## src/rtl/mem_access_ctrl_if.sv

```systemverilog
// Bundles the pipeline request/response signals and the byte-wide memory port of mem_access_ctrl.
// slave = the controller side, master = the pipeline/memory environment driving it.
interface mem_access_ctrl_if #(
   parameter int XLEN   = 32,
   parameter int ADDR_W = 32
);
   logic              req_i;
   logic              we_i;
   logic [1:0]        sel_i;
   logic              sign_i;
   logic [ADDR_W-1:0] addr_i;
   logic [XLEN-1:0]   wdata_i;
   logic [ADDR_W-1:0] ram_addr_o;
   logic              ram_we_o;
   logic [7:0]        ram_wdata_o;
   logic [7:0]        ram_rdata_i;
   logic              busy_o;
   logic              done_o;
   logic              err_o;
   logic [XLEN-1:0]   rdata_o;

   modport slave (
      input  req_i, we_i, sel_i, sign_i, addr_i, wdata_i, ram_rdata_i,
      output ram_addr_o, ram_we_o, ram_wdata_o, busy_o, done_o, err_o, rdata_o
   );

   modport master (
      output req_i, we_i, sel_i, sign_i, addr_i, wdata_i, ram_rdata_i,
      input  ram_addr_o, ram_we_o, ram_wdata_o, busy_o, done_o, err_o, rdata_o
   );
endinterface

```

## src/rtl/mem_access_ctrl.sv

```systemverilog
// Serialises byte/half/word/double loads and stores onto a byte-wide memory port with a
// fixed read latency, assembling and sign/zero-extending load results.
module mem_access_ctrl #(
   parameter int XLEN        = 32,
   parameter int ADDR_W      = 32,
   parameter int RD_LAT      = 2,
   parameter int ALIGN_CHECK = 1
) (
   input  logic             clk,
   input  logic             rst,
   mem_access_ctrl_if.slave bus
);

   typedef enum logic [2:0] {S_IDLE, S_STORE, S_LOAD, S_DRAIN, S_FIN} state_t;

   state_t              r_state;
   state_t              w_next;
   logic [ADDR_W-1:0]   r_base;
   logic [3:0]          r_nbytes;
   logic                r_sign;
   logic [XLEN-1:0]     r_wdata;
   logic                r_err;
   logic [3:0]          r_cnt;
   logic [3:0]          r_rcnt;
   logic [RD_LAT-1:0]   r_rpipe;
   logic [XLEN-1:0]     r_rbuf;
   logic [XLEN-1:0]     r_rdata;

   logic                w_accept;
   logic [3:0]          w_nbytes;
   logic [2:0]          w_amask;
   logic                w_illegal;
   logic                w_issue_last;
   logic                w_cap;
   logic                w_cap_last;
   logic [5:0]          w_wsh;
   logic [5:0]          w_rsh;
   logic [XLEN-1:0]     w_assembled;

   function automatic logic [XLEN-1:0] f_extend(input logic [XLEN-1:0] v,
                                                input logic [3:0]      n,
                                                input logic            s);
      logic [XLEN-1:0] keep;
      logic            fill;
      case (n)
         4'd1:    begin keep = XLEN'(8'hFF);         fill = v[7];  end
         4'd2:    begin keep = XLEN'(16'hFFFF);      fill = v[15]; end
         4'd4:    begin keep = XLEN'(32'hFFFF_FFFF); fill = v[31]; end
         default: begin keep = '1;                   fill = 1'b0;  end
      endcase
      return (v & keep) | ({XLEN{s & fill}} & ~keep);
   endfunction

   always_comb begin
      case (bus.sel_i)
         2'b00:   w_nbytes = 4'd1;
         2'b01:   w_nbytes = 4'd2;
         2'b10:   w_nbytes = 4'd4;
         default: w_nbytes = 4'd8;
      endcase
   end

   assign w_accept     = (r_state == S_IDLE) && bus.req_i;
   assign w_amask      = w_nbytes[2:0] - 3'd1;
   assign w_illegal    = ((bus.sel_i == 2'b11) && (XLEN == 32)) ||
                         ((ALIGN_CHECK != 0) && ((bus.addr_i[2:0] & w_amask) != 3'd0));
   assign w_issue_last = (r_cnt == r_nbytes - 4'd1);
   // A byte is on ram_rdata_i when the address issued RD_LAT cycles earlier reaches the pipe end.
   assign w_cap        = r_rpipe[RD_LAT-1];
   assign w_cap_last   = w_cap && (r_rcnt == r_nbytes - 4'd1);
   assign w_wsh        = {r_cnt[2:0], 3'b000};
   assign w_rsh        = {r_rcnt[2:0], 3'b000};
   assign w_assembled  = (r_rbuf & ~(XLEN'(8'hFF) << w_rsh)) | (XLEN'(bus.ram_rdata_i) << w_rsh);

   always_comb begin
      w_next = r_state;
      case (r_state)
         S_IDLE: begin
            if (bus.req_i) begin
               if (w_illegal)      w_next = S_FIN;
               else if (bus.we_i)  w_next = S_STORE;
               else                w_next = S_LOAD;
            end
         end
         S_STORE: if (w_issue_last) w_next = S_FIN;
         S_LOAD:  if (w_issue_last) w_next = S_DRAIN;
         S_DRAIN: if (w_cap_last)   w_next = S_FIN;
         S_FIN:   w_next = S_IDLE;
         default: w_next = S_IDLE;
      endcase
   end

   always_comb begin
      bus.ram_we_o    = 1'b0;
      bus.ram_addr_o  = '0;
      bus.ram_wdata_o = 8'h00;
      if (r_state == S_STORE) begin
         bus.ram_we_o    = 1'b1;
         bus.ram_addr_o  = r_base + ADDR_W'(r_cnt);
         bus.ram_wdata_o = 8'(r_wdata >> w_wsh);
      end else if (r_state == S_LOAD) begin
         bus.ram_addr_o  = r_base + ADDR_W'(r_cnt);
      end
   end

   // busy is gated by rst so a request held during reset cannot stall the pipeline.
   assign bus.busy_o  = rst && (w_accept || (r_state == S_STORE) ||
                                (r_state == S_LOAD) || (r_state == S_DRAIN));
   assign bus.done_o  = (r_state == S_FIN);
   assign bus.err_o   = (r_state == S_FIN) && r_err;
   assign bus.rdata_o = r_rdata;

   always_ff @(posedge clk or negedge rst) begin
      if (!rst) begin
         r_state <= S_IDLE;
         r_err   <= 1'b0;
         r_cnt   <= 4'd0;
         r_rcnt  <= 4'd0;
         r_rpipe <= '0;
         r_rdata <= '0;
      end else begin
         r_state <= w_next;
         r_rpipe <= (r_rpipe << 1) | RD_LAT'(r_state == S_LOAD);
         if (w_accept) begin
            r_err  <= w_illegal;
            r_cnt  <= 4'd0;
            r_rcnt <= 4'd0;
         end else if ((r_state == S_STORE) || (r_state == S_LOAD)) begin
            r_cnt  <= r_cnt + 4'd1;
         end
         if (w_cap) begin
            r_rcnt <= r_rcnt + 4'd1;
            if (w_cap_last) r_rdata <= f_extend(w_assembled, r_nbytes, r_sign);
         end
      end
   end

   always_ff @(posedge clk) begin
      if (w_accept) begin
         r_base   <= bus.addr_i;
         r_nbytes <= w_nbytes;
         r_sign   <= bus.sign_i;
         r_wdata  <= bus.wdata_i;
      end
      if (w_cap) r_rbuf <= w_assembled;
   end

endmodule

```

## src/flat_wrapper.sv

```systemverilog
// flat-port wrapper written by rule: the top's interface ports become plain ports
module mem_access_ctrl_flat 
#(
   parameter int XLEN        = 32,
   parameter int ADDR_W      = 32,
   parameter int RD_LAT      = 2,
   parameter int ALIGN_CHECK = 1
)
  (clk, rst, bus_req_i, bus_we_i, bus_sel_i, bus_sign_i, bus_addr_i, bus_wdata_i, bus_ram_rdata_i, bus_ram_addr_o, bus_ram_we_o, bus_ram_wdata_o, bus_busy_o, bus_done_o, bus_err_o, bus_rdata_o);
  mem_access_ctrl_if #(.XLEN(XLEN), .ADDR_W(ADDR_W)) bus_i ();
  input  logic clk;
  input  logic rst;
  input wire logic [$bits(bus_i.req_i)-1:0] bus_req_i;
  input wire logic [$bits(bus_i.we_i)-1:0] bus_we_i;
  input wire logic [$bits(bus_i.sel_i)-1:0] bus_sel_i;
  input wire logic [$bits(bus_i.sign_i)-1:0] bus_sign_i;
  input wire logic [$bits(bus_i.addr_i)-1:0] bus_addr_i;
  input wire logic [$bits(bus_i.wdata_i)-1:0] bus_wdata_i;
  input wire logic [$bits(bus_i.ram_rdata_i)-1:0] bus_ram_rdata_i;
  output wire logic [$bits(bus_i.ram_addr_o)-1:0] bus_ram_addr_o;
  output wire logic [$bits(bus_i.ram_we_o)-1:0] bus_ram_we_o;
  output wire logic [$bits(bus_i.ram_wdata_o)-1:0] bus_ram_wdata_o;
  output wire logic [$bits(bus_i.busy_o)-1:0] bus_busy_o;
  output wire logic [$bits(bus_i.done_o)-1:0] bus_done_o;
  output wire logic [$bits(bus_i.err_o)-1:0] bus_err_o;
  output wire logic [$bits(bus_i.rdata_o)-1:0] bus_rdata_o;
  assign bus_i.req_i = bus_req_i;
  assign bus_i.we_i = bus_we_i;
  assign bus_i.sel_i = bus_sel_i;
  assign bus_i.sign_i = bus_sign_i;
  assign bus_i.addr_i = bus_addr_i;
  assign bus_i.wdata_i = bus_wdata_i;
  assign bus_i.ram_rdata_i = bus_ram_rdata_i;
  assign bus_ram_addr_o = bus_i.ram_addr_o;
  assign bus_ram_we_o = bus_i.ram_we_o;
  assign bus_ram_wdata_o = bus_i.ram_wdata_o;
  assign bus_busy_o = bus_i.busy_o;
  assign bus_done_o = bus_i.done_o;
  assign bus_err_o = bus_i.err_o;
  assign bus_rdata_o = bus_i.rdata_o;
  mem_access_ctrl #(.XLEN(XLEN), .ADDR_W(ADDR_W), .RD_LAT(RD_LAT), .ALIGN_CHECK(ALIGN_CHECK)) u_core (.clk(clk), .rst(rst), .bus(bus_i));
endmodule
```

## config.mk

```make
export PLATFORM = sky130hd
export DESIGN_NAME = mem_access_ctrl_flat
export DESIGN_NICKNAME = d
export VERILOG_FILES = /design/src/rtl/mem_access_ctrl_if.sv /design/src/rtl/mem_access_ctrl.sv /design/src/flat_wrapper.sv
export SDC_FILE = /design/constraint.sdc
export NUM_CORES = 1
export LEC_CHECK = 0
export BUFFER_PORTS_ARGS = -buffer_cell sky130_fd_sc_hd__buf_4
export CELL_PAD_IN_SITES_DETAIL_PLACEMENT = 1
export CELL_PAD_IN_SITES_GLOBAL_PLACEMENT = 2
export CORE_MARGIN = 10
export CORE_UTILIZATION = 39
export CTS_CLUSTER_SIZE = 14
export DETAILED_ROUTE_END_ITERATION = 7
export GPL_TIMING_DRIVEN = 0
export HOLD_SLACK_MARGIN = 0.15
export PLACE_DENSITY = 0.88
export SLEW_MARGIN = 10
export SYNTH_ARGS = -nofsm -noshare
export SYNTH_HDL_FRONTEND = slang
export SYNTH_SLANG_ARGS = --single-unit
```

## constraint.sdc

```tcl
create_clock -name clk -period 9.4 [get_ports clk]
set_clock_uncertainty 0.15 [all_clocks]
set_input_delay 1.41 -clock clk [delete_from_list [all_inputs] [get_ports clk]]
set_output_delay 1.41 -clock clk [all_outputs]
set_load 0.01 [all_outputs]
```

# Yosys cells after proc, flatten, opt, wreduce, memory -nomap -nowiden
# Index checks and enable logic that the tools add are counted.
[totals]
reg_bits = 147
latch_bits = 0
ram_bits = 0
romBits = 0
output_inout_bits = 76
wordCells = 83
memories = 0
[op_classes]
addsub = 5
multipliers = 0
n_div = 0
n_lt_le_gt_ge = 0
eq_ne = 16
shifts = 3
n_mux = 22
bitwise = 10
n_reduce_logical = 16
[ops]
columns = ["operator", "n"]
rows = [
  ["$mux 32", 4],
  ["$and 32x32->32", 3],
  ["$not 32->32", 2],
  ["$or 32x32->32", 2],
  ["$pmux 32 s2", 1],
  ["$add 32x4->32", 1],
  ["$shl 8x6->32", 1],
  ["$shl 8x6->32 const A", 1],
  ["$shr 32x6->8", 1],
  ["$mux 4", 4],
  ["$mux 3", 5],
  ["$pmux 3 s4", 1],
  ["$pmux 4 s3", 1],
  ["$add 4x1->4 const B", 2],
  ["$eq 4x4->1", 2],
  ["$mux 8", 1],
  ["$eq 3x2->1 const B", 2],
  ["$ne 2x1->1 const B", 3],
  ["$logic_or 1x1->1", 5],
  ["$eq 2x2->1 const B", 2],
  ["$eq 4x1->1 const B", 1],
  ["$eq 4x2->1 const B", 1],
  ["$eq 4x3->1 const B", 1],
  ["$logic_and 1x1->1", 4],
  ["18 further kinds", 21],
]

# Longest topological paths before layout
[depth]
ltp_word = 10
ltp_mapped = 10
ltp_nobuf = 7

# Least setup slack after synthesis
# Ideal clock, no wire load.
[synth_path]
path_kind = "in2reg"
from = "input port bus_req_i"
to = "register u_core.r_rcnt[0]"
setup_ps = 125
arrival_time_ps = 3405
required_time_ps = 9125
path_slack_ps = 5721
stages = 4
cell_sequence = "nand3_1 > inv_1 > nor2_1 > mux2_2"
[synth_via]
elab_chain_len = 2
[synth_rtl]
columns = ["item", "line_no", "text"]
rows = [
  ["start, declared", "flat_wrapper.sv:13", "input wire logic [$bits(bus_i.req_i)-1:0] bus_req_i;"],
  ["$logic_and 1x1->1", "mem_access_ctrl.sv:63", "assign w_accept = (r_state == S_IDLE) && bus.req_i;"],
  ["via u_core.w_accept", "mem_access_ctrl.sv:29", "logic w_accept;"],
  ["$reduce_bool 2->1 (no source line)", "--", ""],
  ["end signal, assigned", "mem_access_ctrl.sv:132", "r_rcnt <= r_rcnt + 4'd1;"],
  ["end, declared", "mem_access_ctrl.sv:24", "logic [3:0] r_rcnt;"],
]
# The timed path passes the listed nets, and every way through them passes these cells.
# A chain may end at the register's enable or synchronous reset.

# Final worst setup path
[layout_path]
from = "register u_core.r_cnt[1]"
to = "output port bus_ram_addr_o[31]"
[layout_via]
elab_chain_len = 3
[layout_rtl]
columns = ["item", "line_no", "text"]
rows = [
  ["start, declared", "mem_access_ctrl.sv:23", "logic [3:0] r_cnt;"],
  ["start signal, assigned", "mem_access_ctrl.sv:129", "r_cnt <= r_cnt + 4'd1;"],
  ["$add 32x4->32 *", "mem_access_ctrl.sv:99, mem_access_ctrl.sv:102", ""],
  ["$mux 32", "mem_access_ctrl.sv:101", "end else if (r_state == S_LOAD) begin"],
  ["$mux 32 *", "mem_access_ctrl.sv:97", "if (r_state == S_STORE) begin"],
  ["end, declared", "flat_wrapper.sv:20", "output wire logic [$bits(bus_i.ram_addr_o)-1:0] bus_ram_addr_o;"],
]
# Every way passes the cells marked *; elsewhere a longest branch is shown, timed or not.

==> metrics.txt <==
Critical Path Max Stage Delay=0.96 ns; cell at the root of the clock tree=clkbuf_16; Initial Util=39.9%; Critical Path RT=7.84 ns; EDFF count, synth=101; # fillers=1855; dpl hpwl=14900 um; Hold WC Path Type=reg2reg; core area=17300 um2; pwr/cell area=302 nW/um2; Inserted Clock Buffers=17; RSZ-0062 raised after global routing=false; Crit Path Max Fanout=9; routed wire length=20200 um; area leader, netlist=edfxtp_1; CP cell instances=ha_1 > a21o_1 > a211oi_1 > nor3_1 > nand3_1 > mux2i_1 > buf_4; Top FF cell, synth=edfxtp_1; placed cell areas=8360 um2; pin count of the biggest net entering global routing=57; Post-CTS Hold Buffers=0; Critical Path End Type=output port; die height=153 um; # DRC=0; async set-reset flop share out of synthesis=31.3%; grt ovf=0; largest cells by area after synthesis=edfxtp_1, dfrtp_1, o22a_1; layout net count=820; status=finished clean; Mapped Nets=646; slew of the pin with the lowest slew margin=1.16 ns; Final GP Congestion=0.795; WP data arrival=3.19 ns; antenna cell count=0; CTS tree=done; Clock Latency Late Sink=0.43 ns; DRT antenna net count=0; Final Max Tran Viols=0; via density per instance=5.36; Netlist cell types=55; Seq/Total Area, Yosys=60.7%; CP max-delay cell=a211oi_1; Setup crit start kind=register; DR WL/cell=21.0 um; row cnt=48; hold_sp=u_core.r_rpipe[0]; share of post-route cells with drive strength above 1=29.9%; max_cap viols=0; leakage power=0.00367 uW; post-route clock period utilization=50.5%; peak supply drop=0.184 mV; Die Width=153 um; htree depth=4; first-pass GRT wire length=32100 um; Synthesis Warnings=0; maximum buffer depth of the clock tree=2; setup TNS=0 ns; total design power=2700 uW; Mapped Cells=552; Global Route Usage Sum=17.1%; 1st-iter DRT viols=261; via count=5167; Critical Path Source=u_core.r_cnt[1]; final setup vio count=0; synthesized flop and latch total=147; post_cts resized=0; Area Growth Syn to Fin=29.8%; vias in the first global route=5808; Post-CTS Setup Bufs=0; Synth top area share=44.0%; Peak Freq=211 MHz; Reg2Reg Launch Point=u_core.r_rpipe[1]; hold slack=0.212 ns; synthesized area per cell=12.5 um2; Synth Cell Area=6890 um2; Sink Count=147; Rel. slew slack=22.4%; Pre-antenna DRT Iters=5; clock transition at the registers of the reported paths=0.06 ns; I/O Buffers=154; crit path kind=reg2out; fin crit period=4.75 ns; antenna violations before repair=0; Design Area, Final=8950 um2; Die ar.=23400 um2; Ports=155; Fin. Hold Viols=0
==> area by class of cell <==
type	count	area, um2	share of cell area (%)
timing repair buffer	155	1180	13.2
buffer	24	96.3	1.08
clock buffer	18	439	4.91
clock inverter	14	140	1.57
tap	225	282	3.15
inverter	27	104	1.16
multi-input combinational	354	2520	28.1
sequential	147	4190	46.8
==> per-layer routing <==
layer | vias to the layer above | part of all wire [%] | track usage (%)
li1 | 2391 | - | -
met1 | 2583 | 41 | 19.8
met2 | 175 | 51 | 29.6
met3 | 18 | 6.4 | 5.02
met4 | 0 | 1.7 | 5.81
met5 | - | 0 | 0
==> cell families after synthesis <==
kind of cell             after synthesis  share of synthesized area, %
AO/OA/AOI/OAI                        103                          10.8
AND/OR/NAND/NOR                      185                          14.0
XOR/XNOR                              32                          4.48
flip-flops                           147                          60.7
adder cells (fa/ha/maj)               15                          2.83
multiplexers                          19                          4.37
buffers and inverters                 51                          2.87
==> cells in the mapped netlist, types with 5 or more instances <==
library cell and instances:
clkbuf_1 17, a21o_1 5, mux4_2 8, mux2_2 9, ha_1 14, edfxtp_1 101, nand2_1 37, and2_1 7
xor2_1 13, nand2b_1 13, or3_1 9, nor3_1 14, nor2_1 46, o21ai_0 10, inv_1 27, nor2b_1 10
nor4_1 6, o22a_1 24, nand3_1 15, xnor2_1 17, a22oi_1 15, dfrtp_1 46, a22o_1 10, a21oi_1 23
nand4_1 10
==> per-stage QoR <==
stage                     setup WS [ns]  std cells  utilization [%]
after floorplan                    5.72        552                -
after global placement             4.98        931             48.2
after detailed placement           5.10        932             48.3
after CTS                          4.67        964             51.7
after global routing               4.45        964             51.7
final                              4.65        964             51.7
==> sequential cells by signal, summed over array words and instances (netlist names) <==
register,count
u_core.bus.rdata_o,32
u_core.r_base,32
u_core.r_rbuf,32
u_core.r_wdata,32
u_core.r_cnt,4
u_core.r_nbytes,4
u_core.r_rcnt,4
u_core.r_state,3
u_core.r_rpipe,2
u_core.r_err,1
u_core.r_sign,1
==> critical path: cells and delay by family (launching register included) <==
kind                     cells  cell delay (ns)
adder cells (fa/ha/maj)      1             0.32
multiplexers                 1             0.22
flip-flops                   1             0.45
AND/OR/NAND/NOR              2             0.49
buffers and inverters        1             0.15
AO/OA/AOI/OAI                2             1.13
==> layout by cell type (no fill, tap or decap), types with 13 or more instances in the layout <==
| master | netlist | final |
|---|---|---|
| dfrtp_1 | 46 | 45 |
| ha_1 | 14 | 14 |
| a21oi_1 | 23 | 23 |
| nor3_1 | 14 | 14 |
| nand3_1 | 15 | 15 |
| buf_4 | 1 | 155 |
| clkbuf_1 | 17 | 17 |
| a22oi_1 | 15 | 15 |
| xnor2_1 | 17 | 17 |
| inv_1 | 27 | 26 |
| xor2_1 | 13 | 13 |
| o22a_1 | 24 | 24 |
| edfxtp_1 | 101 | 101 |
| clkbuf_16 | 0 | 17 |
| nand2b_1 | 13 | 13 |
| nor2_1 | 46 | 46 |
| nand2_1 | 37 | 37 |
==> report_power, final <==
| part | switching (uW) | internal [uW] |
|---|---|---|
| clock network | 294 | 380 |
| registers | 138 | 937 |
| logic | 514 | 440 |
| total | 946 | 1760 |
==> worst paths after layout <==
check                                         to  slack, ns  cells past startpoint
min in group asynchronous  u_core.bus.rdata_o[5]       0.85                      1
hold reg to reg                u_core.r_rpipe[1]       0.21                      0
setup reg to reg           u_core.bus.rdata_o[8]       6.37                      7
setup / recovery              bus_ram_addr_o[31]       4.65                      7
max in group asynchronous      u_core.r_rpipe[1]       7.77                      1
hold / removal                 u_core.r_rpipe[1]       0.21                      0
Power figures use the tool's default switching activity.
